--- src/rtl/adpll_node_controller_if.sv ---
// Port bundle for one ADPLL node controller: phase-detector inputs, loop gains,
// and the DCO/lock outputs. The controller takes the slave side.
interface adpll_node_controller_if #(
    parameter int NUM_CH   = 4,
    parameter int ERR_W    = 5,
    parameter int WEIGHT_W = 4,
    parameter int KP_W     = 8,
    parameter int KI_W     = 8,
    parameter int CC_W     = 5
);
    logic                         enable_i;
    logic                         gen_div_i;
    logic [NUM_CH*ERR_W-1:0]      error_i;
    logic [NUM_CH*WEIGHT_W-1:0]   weight_i;
    logic [KP_W-1:0]              kp_i;
    logic [KI_W-1:0]              ki_i;
    logic signed [ERR_W+1:0]      error_comb_o;
    logic signed [CC_W-1:0]       dco_cc_o;
    logic [CC_W-1:0]              freq_sel_o;
    logic                         update_o;
    logic                         locked_o;

    modport slave (
        input  enable_i, gen_div_i, error_i, weight_i, kp_i, ki_i,
        output error_comb_o, dco_cc_o, freq_sel_o, update_o, locked_o
    );
    modport master (
        output enable_i, gen_div_i, error_i, weight_i, kp_i, ki_i,
        input  error_comb_o, dco_cc_o, freq_sel_o, update_o, locked_o
    );
endinterface

--- src/rtl/adpll_node_controller.sv ---
// ADPLL node control core: weighted N-channel error combiner, PI filter, DCO code map.
// Optional lock detect with proportional gear-shift enabled by ADPLL_LOCK_DETECT_EN.
module adpll_node_controller #(
    parameter int NUM_CH        = 4,
    parameter int ERR_W         = 5,
    parameter int WEIGHT_W      = 4,
    parameter int WEIGHT_SHIFT  = 1,
    parameter int KP_W          = 8,
    parameter int KI_W          = 8,
    parameter int FRAC_W        = 7,
    parameter int CC_W          = 5,
    parameter int BIAS          = 15,
    parameter int LOCK_TOL      = 1,
    parameter int LOCK_COUNT    = 8,
    parameter int UNLOCK_MISSES = 2
) (
    input  logic                   fpga_clk_i,
    input  logic                   reset_i,
    adpll_node_controller_if.slave bus
);
    localparam int PROD_W   = ERR_W + WEIGHT_W + 1;
    localparam int SUM_W    = PROD_W + $clog2(NUM_CH) + 1;
    localparam int COMB_W   = ERR_W + 2;
    localparam int ACC_W    = CC_W + FRAC_W + 2;
    localparam int GAIN_W   = ((KP_W > KI_W) ? KP_W : KI_W) + 1;
    localparam int WIDE_W   = (((COMB_W + GAIN_W) > ACC_W) ? (COMB_W + GAIN_W) : ACC_W) + 2;
    localparam int COMB_MAX = 2**(COMB_W-1) - 1;
    localparam int COMB_MIN = -(2**(COMB_W-1));
    localparam int ACC_MAX  = 2**(ACC_W-1) - 1;
    localparam int ACC_MIN  = -(2**(ACC_W-1));
    localparam int CC_MAX   = 2**(CC_W-1) - 1;
    localparam int CC_MIN   = -(2**(CC_W-1));
    localparam int FSEL_MAX = 2**CC_W - 1;

    // [0],[1] synchroniser, [2] edge-detect history
    logic [2:0]                      r_sync;
    logic [3:1]                      r_vld_pipe;
    logic                            w_strobe;
    logic [NUM_CH-1:0][PROD_W-1:0]   w_prod, r_prod;
    logic signed [SUM_W-1:0]         w_sum, w_sum_sh;
    logic signed [COMB_W-1:0]        w_comb_sat, r_comb;
    logic signed [ACC_W-1:0]         r_acc, w_acc_new;
    logic signed [CC_W-1:0]          r_dco, w_ctrl;
    logic [CC_W-1:0]                 r_freq, w_freq;
    logic [KP_W-1:0]                 w_kp_eff;
    logic signed [WIDE_W-1:0]        w_comb_x, w_kp_x, w_ki_x;
    logic signed [WIDE_W-1:0]        w_acc_sum, w_ctrl_sum, w_ctrl_sh, w_freq_x;

    assign w_strobe = r_sync[1] & ~r_sync[2] & bus.enable_i;

    for (genvar c = 0; c < NUM_CH; c++) begin : g_ch
        logic signed [PROD_W-1:0] w_e_x, w_w_x;
        assign w_e_x     = PROD_W'($signed(bus.error_i[c*ERR_W +: ERR_W]));
        assign w_w_x     = PROD_W'(bus.weight_i[c*WEIGHT_W +: WEIGHT_W]);
        assign w_prod[c] = w_e_x * w_w_x;
    end

    always_comb begin
        w_sum = '0;
        for (int c = 0; c < NUM_CH; c++)
            w_sum = w_sum + SUM_W'($signed(r_prod[c]));
        w_sum_sh = w_sum >>> WEIGHT_SHIFT;
        if (w_sum_sh > COMB_MAX)
            w_comb_sat = COMB_W'(COMB_MAX);
        else if (w_sum_sh < COMB_MIN)
            w_comb_sat = COMB_W'(COMB_MIN);
        else
            w_comb_sat = w_sum_sh[COMB_W-1:0];
    end

    // PI filter: integrator saturates first, then proportional path is added on top
    always_comb begin
        w_comb_x  = WIDE_W'(r_comb);
        w_kp_x    = WIDE_W'(w_kp_eff);
        w_ki_x    = WIDE_W'(bus.ki_i);
        w_acc_sum = WIDE_W'(r_acc) + w_comb_x * w_ki_x;
        if (w_acc_sum > ACC_MAX)
            w_acc_new = ACC_W'(ACC_MAX);
        else if (w_acc_sum < ACC_MIN)
            w_acc_new = ACC_W'(ACC_MIN);
        else
            w_acc_new = w_acc_sum[ACC_W-1:0];
        w_ctrl_sum = w_comb_x * w_kp_x + WIDE_W'(w_acc_new);
        w_ctrl_sh  = w_ctrl_sum >>> FRAC_W;
        if (w_ctrl_sh > CC_MAX)
            w_ctrl = CC_W'(CC_MAX);
        else if (w_ctrl_sh < CC_MIN)
            w_ctrl = CC_W'(CC_MIN);
        else
            w_ctrl = w_ctrl_sh[CC_W-1:0];
        w_freq_x = WIDE_W'(BIAS) - WIDE_W'(w_ctrl);
        if (w_freq_x < 0)
            w_freq = '0;
        else if (w_freq_x > FSEL_MAX)
            w_freq = CC_W'(FSEL_MAX);
        else
            w_freq = w_freq_x[CC_W-1:0];
    end

    always_ff @(posedge fpga_clk_i or posedge reset_i) begin
        if (reset_i) begin
            r_sync     <= '0;
            r_vld_pipe <= '0;
            r_prod     <= '0;
            r_comb     <= '0;
            r_acc      <= '0;
            r_dco      <= '0;
            r_freq     <= CC_W'(BIAS);
        end else begin
            r_sync     <= {r_sync[1:0], bus.gen_div_i};
            r_vld_pipe <= {r_vld_pipe[2:1], w_strobe};
            if (w_strobe)
                r_prod <= w_prod;
            if (r_vld_pipe[1])
                r_comb <= w_comb_sat;
            if (r_vld_pipe[2]) begin
                r_acc  <= w_acc_new;
                r_dco  <= w_ctrl;
                r_freq <= w_freq;
            end
        end
    end

    assign bus.error_comb_o = r_comb;
    assign bus.dco_cc_o     = r_dco;
    assign bus.freq_sel_o   = r_freq;
    assign bus.update_o     = r_vld_pipe[3];

`ifdef ADPLL_LOCK_DETECT_EN
    localparam int HIT_W  = $clog2(LOCK_COUNT + 1);
    localparam int MISS_W = $clog2(UNLOCK_MISSES + 1);

    typedef enum logic {ACQUIRE = 1'b0, LOCKED = 1'b1} lock_state_e;

    lock_state_e       r_state, w_state_nxt;
    logic [HIT_W-1:0]  r_hit, w_hit_nxt;
    logic [MISS_W-1:0] r_miss, w_miss_nxt;
    logic              w_in_tol;

    assign w_in_tol = (r_comb <= LOCK_TOL) && (r_comb >= -LOCK_TOL);

    always_ff @(posedge fpga_clk_i or posedge reset_i) begin
        if (reset_i) begin
            r_state <= ACQUIRE;
            r_hit   <= '0;
            r_miss  <= '0;
        end else begin
            r_state <= w_state_nxt;
            r_hit   <= w_hit_nxt;
            r_miss  <= w_miss_nxt;
        end
    end

    // Lock state only moves on an S3 update, so a disabled loop holds it
    always_comb begin
        w_state_nxt = r_state;
        w_hit_nxt   = r_hit;
        w_miss_nxt  = r_miss;
        if (r_vld_pipe[2]) begin
            case (r_state)
                ACQUIRE: begin
                    if (!w_in_tol)
                        w_hit_nxt = '0;
                    else if (int'(r_hit) + 1 >= LOCK_COUNT) begin
                        w_state_nxt = LOCKED;
                        w_hit_nxt   = '0;
                        w_miss_nxt  = '0;
                    end else
                        w_hit_nxt = r_hit + 1'b1;
                end
                LOCKED: begin
                    if (w_in_tol)
                        w_miss_nxt = '0;
                    else if (int'(r_miss) + 1 >= UNLOCK_MISSES) begin
                        w_state_nxt = ACQUIRE;
                        w_hit_nxt   = '0;
                        w_miss_nxt  = '0;
                    end else
                        w_miss_nxt = r_miss + 1'b1;
                end
                default: w_state_nxt = ACQUIRE;
            endcase
        end
    end

    assign w_kp_eff     = (r_state == LOCKED) ? (bus.kp_i >> 1) : bus.kp_i;
    assign bus.locked_o = (r_state == LOCKED);
`else
    logic w_unused_lock_cfg;
    assign w_unused_lock_cfg = (LOCK_TOL + LOCK_COUNT + UNLOCK_MISSES) != 0;
    assign w_kp_eff          = bus.kp_i;
    assign bus.locked_o      = 1'b0;
`endif
endmodule

--- src/flat_wrapper.sv ---
// flat-port wrapper written by rule: the top's interface ports become plain ports
module adpll_node_controller_flat 
#(
    parameter int NUM_CH        = 4,
    parameter int ERR_W         = 5,
    parameter int WEIGHT_W      = 4,
    parameter int WEIGHT_SHIFT  = 1,
    parameter int KP_W          = 8,
    parameter int KI_W          = 8,
    parameter int FRAC_W        = 7,
    parameter int CC_W          = 5,
    parameter int BIAS          = 15,
    parameter int LOCK_TOL      = 1,
    parameter int LOCK_COUNT    = 8,
    parameter int UNLOCK_MISSES = 2
)
  (fpga_clk_i, reset_i, bus_enable_i, bus_gen_div_i, bus_error_i, bus_weight_i, bus_kp_i, bus_ki_i, bus_error_comb_o, bus_dco_cc_o, bus_freq_sel_o, bus_update_o, bus_locked_o);
  adpll_node_controller_if #(.NUM_CH(NUM_CH), .ERR_W(ERR_W), .WEIGHT_W(WEIGHT_W), .KP_W(KP_W), .KI_W(KI_W), .CC_W(CC_W)) bus_i ();
  input  logic fpga_clk_i;
  input  logic reset_i;
  input wire logic [$bits(bus_i.enable_i)-1:0] bus_enable_i;
  input wire logic [$bits(bus_i.gen_div_i)-1:0] bus_gen_div_i;
  input wire logic [$bits(bus_i.error_i)-1:0] bus_error_i;
  input wire logic [$bits(bus_i.weight_i)-1:0] bus_weight_i;
  input wire logic [$bits(bus_i.kp_i)-1:0] bus_kp_i;
  input wire logic [$bits(bus_i.ki_i)-1:0] bus_ki_i;
  output wire logic [$bits(bus_i.error_comb_o)-1:0] bus_error_comb_o;
  output wire logic [$bits(bus_i.dco_cc_o)-1:0] bus_dco_cc_o;
  output wire logic [$bits(bus_i.freq_sel_o)-1:0] bus_freq_sel_o;
  output wire logic [$bits(bus_i.update_o)-1:0] bus_update_o;
  output wire logic [$bits(bus_i.locked_o)-1:0] bus_locked_o;
  assign bus_i.enable_i = bus_enable_i;
  assign bus_i.gen_div_i = bus_gen_div_i;
  assign bus_i.error_i = bus_error_i;
  assign bus_i.weight_i = bus_weight_i;
  assign bus_i.kp_i = bus_kp_i;
  assign bus_i.ki_i = bus_ki_i;
  assign bus_error_comb_o = bus_i.error_comb_o;
  assign bus_dco_cc_o = bus_i.dco_cc_o;
  assign bus_freq_sel_o = bus_i.freq_sel_o;
  assign bus_update_o = bus_i.update_o;
  assign bus_locked_o = bus_i.locked_o;
  adpll_node_controller #(.NUM_CH(NUM_CH), .ERR_W(ERR_W), .WEIGHT_W(WEIGHT_W), .WEIGHT_SHIFT(WEIGHT_SHIFT), .KP_W(KP_W), .KI_W(KI_W), .FRAC_W(FRAC_W), .CC_W(CC_W), .BIAS(BIAS), .LOCK_TOL(LOCK_TOL), .LOCK_COUNT(LOCK_COUNT), .UNLOCK_MISSES(UNLOCK_MISSES)) u_core (.fpga_clk_i(fpga_clk_i), .reset_i(reset_i), .bus(bus_i));
endmodule
--- config.mk ---
export PLATFORM = sky130hd
export DESIGN_NAME = adpll_node_controller_flat
export DESIGN_NICKNAME = d
export VERILOG_FILES = /design/src/rtl/adpll_node_controller_if.sv /design/src/rtl/adpll_node_controller.sv /design/src/flat_wrapper.sv
export SDC_FILE = /design/constraint.sdc
export NUM_CORES = 1
export LEC_CHECK = 0
export CAP_MARGIN = 40
export CORE_MARGIN = 8
export CORE_UTILIZATION = 45
export CTS_BUF_LIST = sky130_fd_sc_hd__clkbuf_8
export CTS_CLUSTER_DIAMETER = 200
export DETAILED_ROUTE_END_ITERATION = 10
export PLACE_DENSITY = 0.72
export SYNTH_ARGS = -nofsm -noshare
export SYNTH_HDL_FRONTEND = slang
export SYNTH_SLANG_ARGS = --single-unit
--- constraint.sdc ---
create_clock -name fpga_clk_i -period 9.8 [get_ports fpga_clk_i]
set_input_delay 1.96 -clock fpga_clk_i [delete_from_list [all_inputs] [get_ports fpga_clk_i]]
set_output_delay 1.96 -clock fpga_clk_i [all_outputs]
set_load 0.02 [all_outputs]
==> results.txt <==
----------------------------------------------------
[Status]
  Status ... finished, final reports clean

[Setup path]
  Kind of end point of the critical path ... flip-flop
  Worst endpoint data arrival time ... 10.08 ns
  Delay of the slowest cell on the worst path ... 0.59 ns
  Startpoint Class ... primary input
  Worst Path Class, Setup ... primary input to flip-flop
  Slowest cell on the critical path ... sky130_fd_sc_hd__fa_2
  Required time worst endpoint ... 10.11 ns
  Largest driver fanout on the critical path ... 7

[Floorplan]
  Initial core utilization ... 0.454
  Number of placed I/O pins ... 75
  Die X ... 180 um
  Placement Rows ... 60
  Floorplan die area ... roughly 32000 sq um
  Core area ... 26700 sq um
  Die H ... 180 um

[Clocking]
  Maximum number of buffers from clock root to sink ... 2
  Clock sinks ... between 70 and 80
  Post-CTS Hold Fix Bufs ... 0
  CTS tree ... yes
  Skew-Pair Late Insertion Delay ... 0.37 ns
  Register clock-pin slew on the reported worst setup and hold paths ... 0.08 ns
  Root Buffer Master ... sky130_fd_sc_hd__clkbuf_8
  Number of buffers inserted during clock tree synthesis ... 9
  H-tree levels ... 3

[Synthesis]
  Fraction of registers with async set or reset after synthesis ... 1.00
  Largest area contributor in the synthesized netlist ... sky130_fd_sc_hd__fa_1
  Synthesized area divided by synthesized cell count ... between 8 and 9 sq um
  Count of distinct cell types in the synthesized netlist ... 61
  Synth top cells by count ... sky130_fd_sc_hd__inv_1, sky130_fd_sc_hd__ha_1, sky130_fd_sc_hd__nand2_1, sky130_fd_sc_hd__fa_1, sky130_fd_sc_hd__and2_1
  Syn Inst Count ... 1389
  Mapped cell area ... 12100 sq um
  Synth area leaders ... sky130_fd_sc_hd__fa_1, sky130_fd_sc_hd__ha_1, sky130_fd_sc_hd__dfrtp_1
  Post-synth EDFFs ... 0
  Sequential-to-total area share from yosys stat ... 0.159
  Ys flop type ... sky130_fd_sc_hd__dfrtp_1
  Share of the synthesized area in the top cell type ... 0.239
  Most instantiated library cell after synthesis ... sky130_fd_sc_hd__inv_1
  Total number of yosys warnings ... 0
  Register bit total from synthesis ... 77
  Net Count, Synth ... 1761

[GRT]
  Pin count of the biggest net entering global routing ... 69
  Global-route usage over all layers ... 0.162
  Antenna violations before repair ... 0
  Wire length of the first global-routing pass ... 44000 um
  Vias in the first global route ... roughly 9600
  Global route overflow ... 0

[STA]
  Final setup TNS ... 0 ns
  Slew Limit Headroom ... 0.478
  Unrepaired setup endpoints after global routing ... yes
  Clk_skew ... 0.0193 ns
  Final period util ... 0.997
  Clock period minus final worst setup slack ... approximately 9.8 ns
  Final Hold Vio Count ... 0
  Transition at the pin with the smallest max-transition slack ... about 0.77 ns
  Highest clock frequency the design can meet ... 0.102 GHz
  Min Hold Slack ... 0.354 ns
  Final Max Slew Viols ... 0
  Setup violators final ... 0

[Place]
  Number of placed instances, taps included ... between 1500 and 2000
  Final HPWL from detailed placement ... around 22000 um
  Routability-driven placement congestion ratio ... 0.871
  Count of port buffers added during placement ... 73

[Flow run]
  Max cap viols ... 0

[Final layout]
  Number of fill cells in the layout ... 2425
  Area added between synthesis and finish ... 18.9%
  Fraction of final layout cells with drive strength greater than 1 ... 0.126
  NumNets Final ... 1893
  Non-filler instance count after layout ... ~1900
  Diode insertion count for antenna repair ... 0
  Core occupancy in the finished layout ... 0.539

[Route]
  Count of vias placed by the detailed router ... 9374
  DRC violation total after the first TritonRoute iteration ... 329
  Post-route ant nets ... 0
  Drt via density ... between 5 and 6
  Remaining design rule violation count ... 0
  Detailed Route WL ... 26200 um
  Wirelength per Cell ... 14.0 um
  First-pass iteration count of the detailed router ... 4

[Min path]
  Worst min-delay path category ... flip-flop to flip-flop

----------------------------------------------------
## critical path, delay by kind of cell
kind            cells  cell delay (ns)
compound gates     13             2.44
fa+ha+maj          10             4.54
buf+inv             7             0.51
simple gates        4             0.63
## metal layers
metal  global-route usage  share of wire  up-vias
li1                     -              -     4648
met1                0.186           0.41     4555
met2                0.303           0.54      133
met3               0.0298          0.032       38
met4               0.0430          0.022        0
met5                    0              0        -
## area by class of cell
type	count	area, sq um	share of cell area
well taps	341	427	0.0296
repair buffers	146	1330	0.0919
inverters	298	1120	0.0777
flip-flops and latches	77	1930	0.134
clock inverters	4	46.3	0.00321
multi-input cells	989	9400	0.652
clock buffers	12	165	0.0115
## flip-flops by register name, indices dropped and copies added, names as in the netlist
signal,cells
u_core.r_vld_pipe,3
u_core.bus.dco_cc_o,5
u_core.bus.freq_sel_o,5
u_core.bus.error_comb_o,7
u_core.r_acc,14
u_core.r_sync,3
u_core.r_prod,40
## path summary, 6_finish.rpt
kind                                             from                        to  slack (ns)  depth (start not counted)
max reg2reg                u_core.bus.error_comb_o[6]    u_core.bus.dco_cc_o[2]        0.68                         32
max                                       bus_ki_i[3]    u_core.bus.dco_cc_o[2]        0.03                         34
min                                  u_core.r_sync[0]          u_core.r_sync[1]        0.35                          0
min in group asynchronous                     reset_i         u_core.r_prod[15]        1.98                          3
min reg2reg                          u_core.r_sync[0]          u_core.r_sync[1]        0.35                          0
max in group asynchronous                     reset_i  u_core.bus.freq_sel_o[2]        7.19                          4
## stage by stage
step | instance area [sq um] | setup slack, ns
4_1_cts | 14100 | 0.0261
2_1_floorplan | 12300 | -0.0300
3_3_place_gp | 13800 | -0.605
3_5_place_dp | 13800 | -0.912
5_1_grt | 14400 | -0.261
6_report | 14400 | 0.0257
## cells by family after synthesis
family          Yosys count  synth area share
buf+inv                 323             0.101
other cells               1          0.000309
compound gates          225             0.120
simple gates            380             0.155
xor+xnor                 66            0.0477
mux                       1          0.000826
flops                    77             0.159
fa+ha+maj               316             0.416
## cells in the final DEF (no fill, tap or decap), drive strengths merged, types with 2 or more instances in the layout
master | synthesis | final
nand2 | 148 | 148
and3 | 3 | 3
a211oi | 5 | 5
or2 | 2 | 2
clkdlybuf4s50 | 0 | 65
a21boi | 3 | 3
o221ai | 11 | 11
inv | 298 | 298
a2111oi | 4 | 4
xnor2 | 39 | 39
xor2 | 27 | 27
fa | 145 | 145
o21a | 7 | 7
nor2b | 10 | 10
a221oi | 3 | 3
nand3b | 2 | 2
buf | 5 | 78
nand3 | 8 | 8
dfstp | 4 | 4
a21o | 22 | 22
o31ai | 3 | 3
o21ai | 77 | 77
nand2b | 15 | 15
nor2 | 55 | 55
o211ai | 4 | 4
o311ai | 3 | 3
dfrtp | 73 | 73
o21bai | 8 | 8
a31oi | 6 | 6
o41ai | 3 | 3
nor3 | 12 | 12
and2 | 119 | 119
o22ai | 7 | 7
clkbuf | 20 | 14
a21oi | 53 | 53
ha | 171 | 171
clkinv | 0 | 2
## repair_timing
item / in CTS / in global routing
endpoints found under the setup margin: 10 / 10
pin swaps: 24 / 49
cloned: 0 / 0
endpoints found under the hold margin: 0 / 0
resized for setup: 29 / 90
buffers inserted: 5 / 7
Power is not shown: default switching activity piles up to over one toggle a cycle in this logic, so the estimate is an artifact.
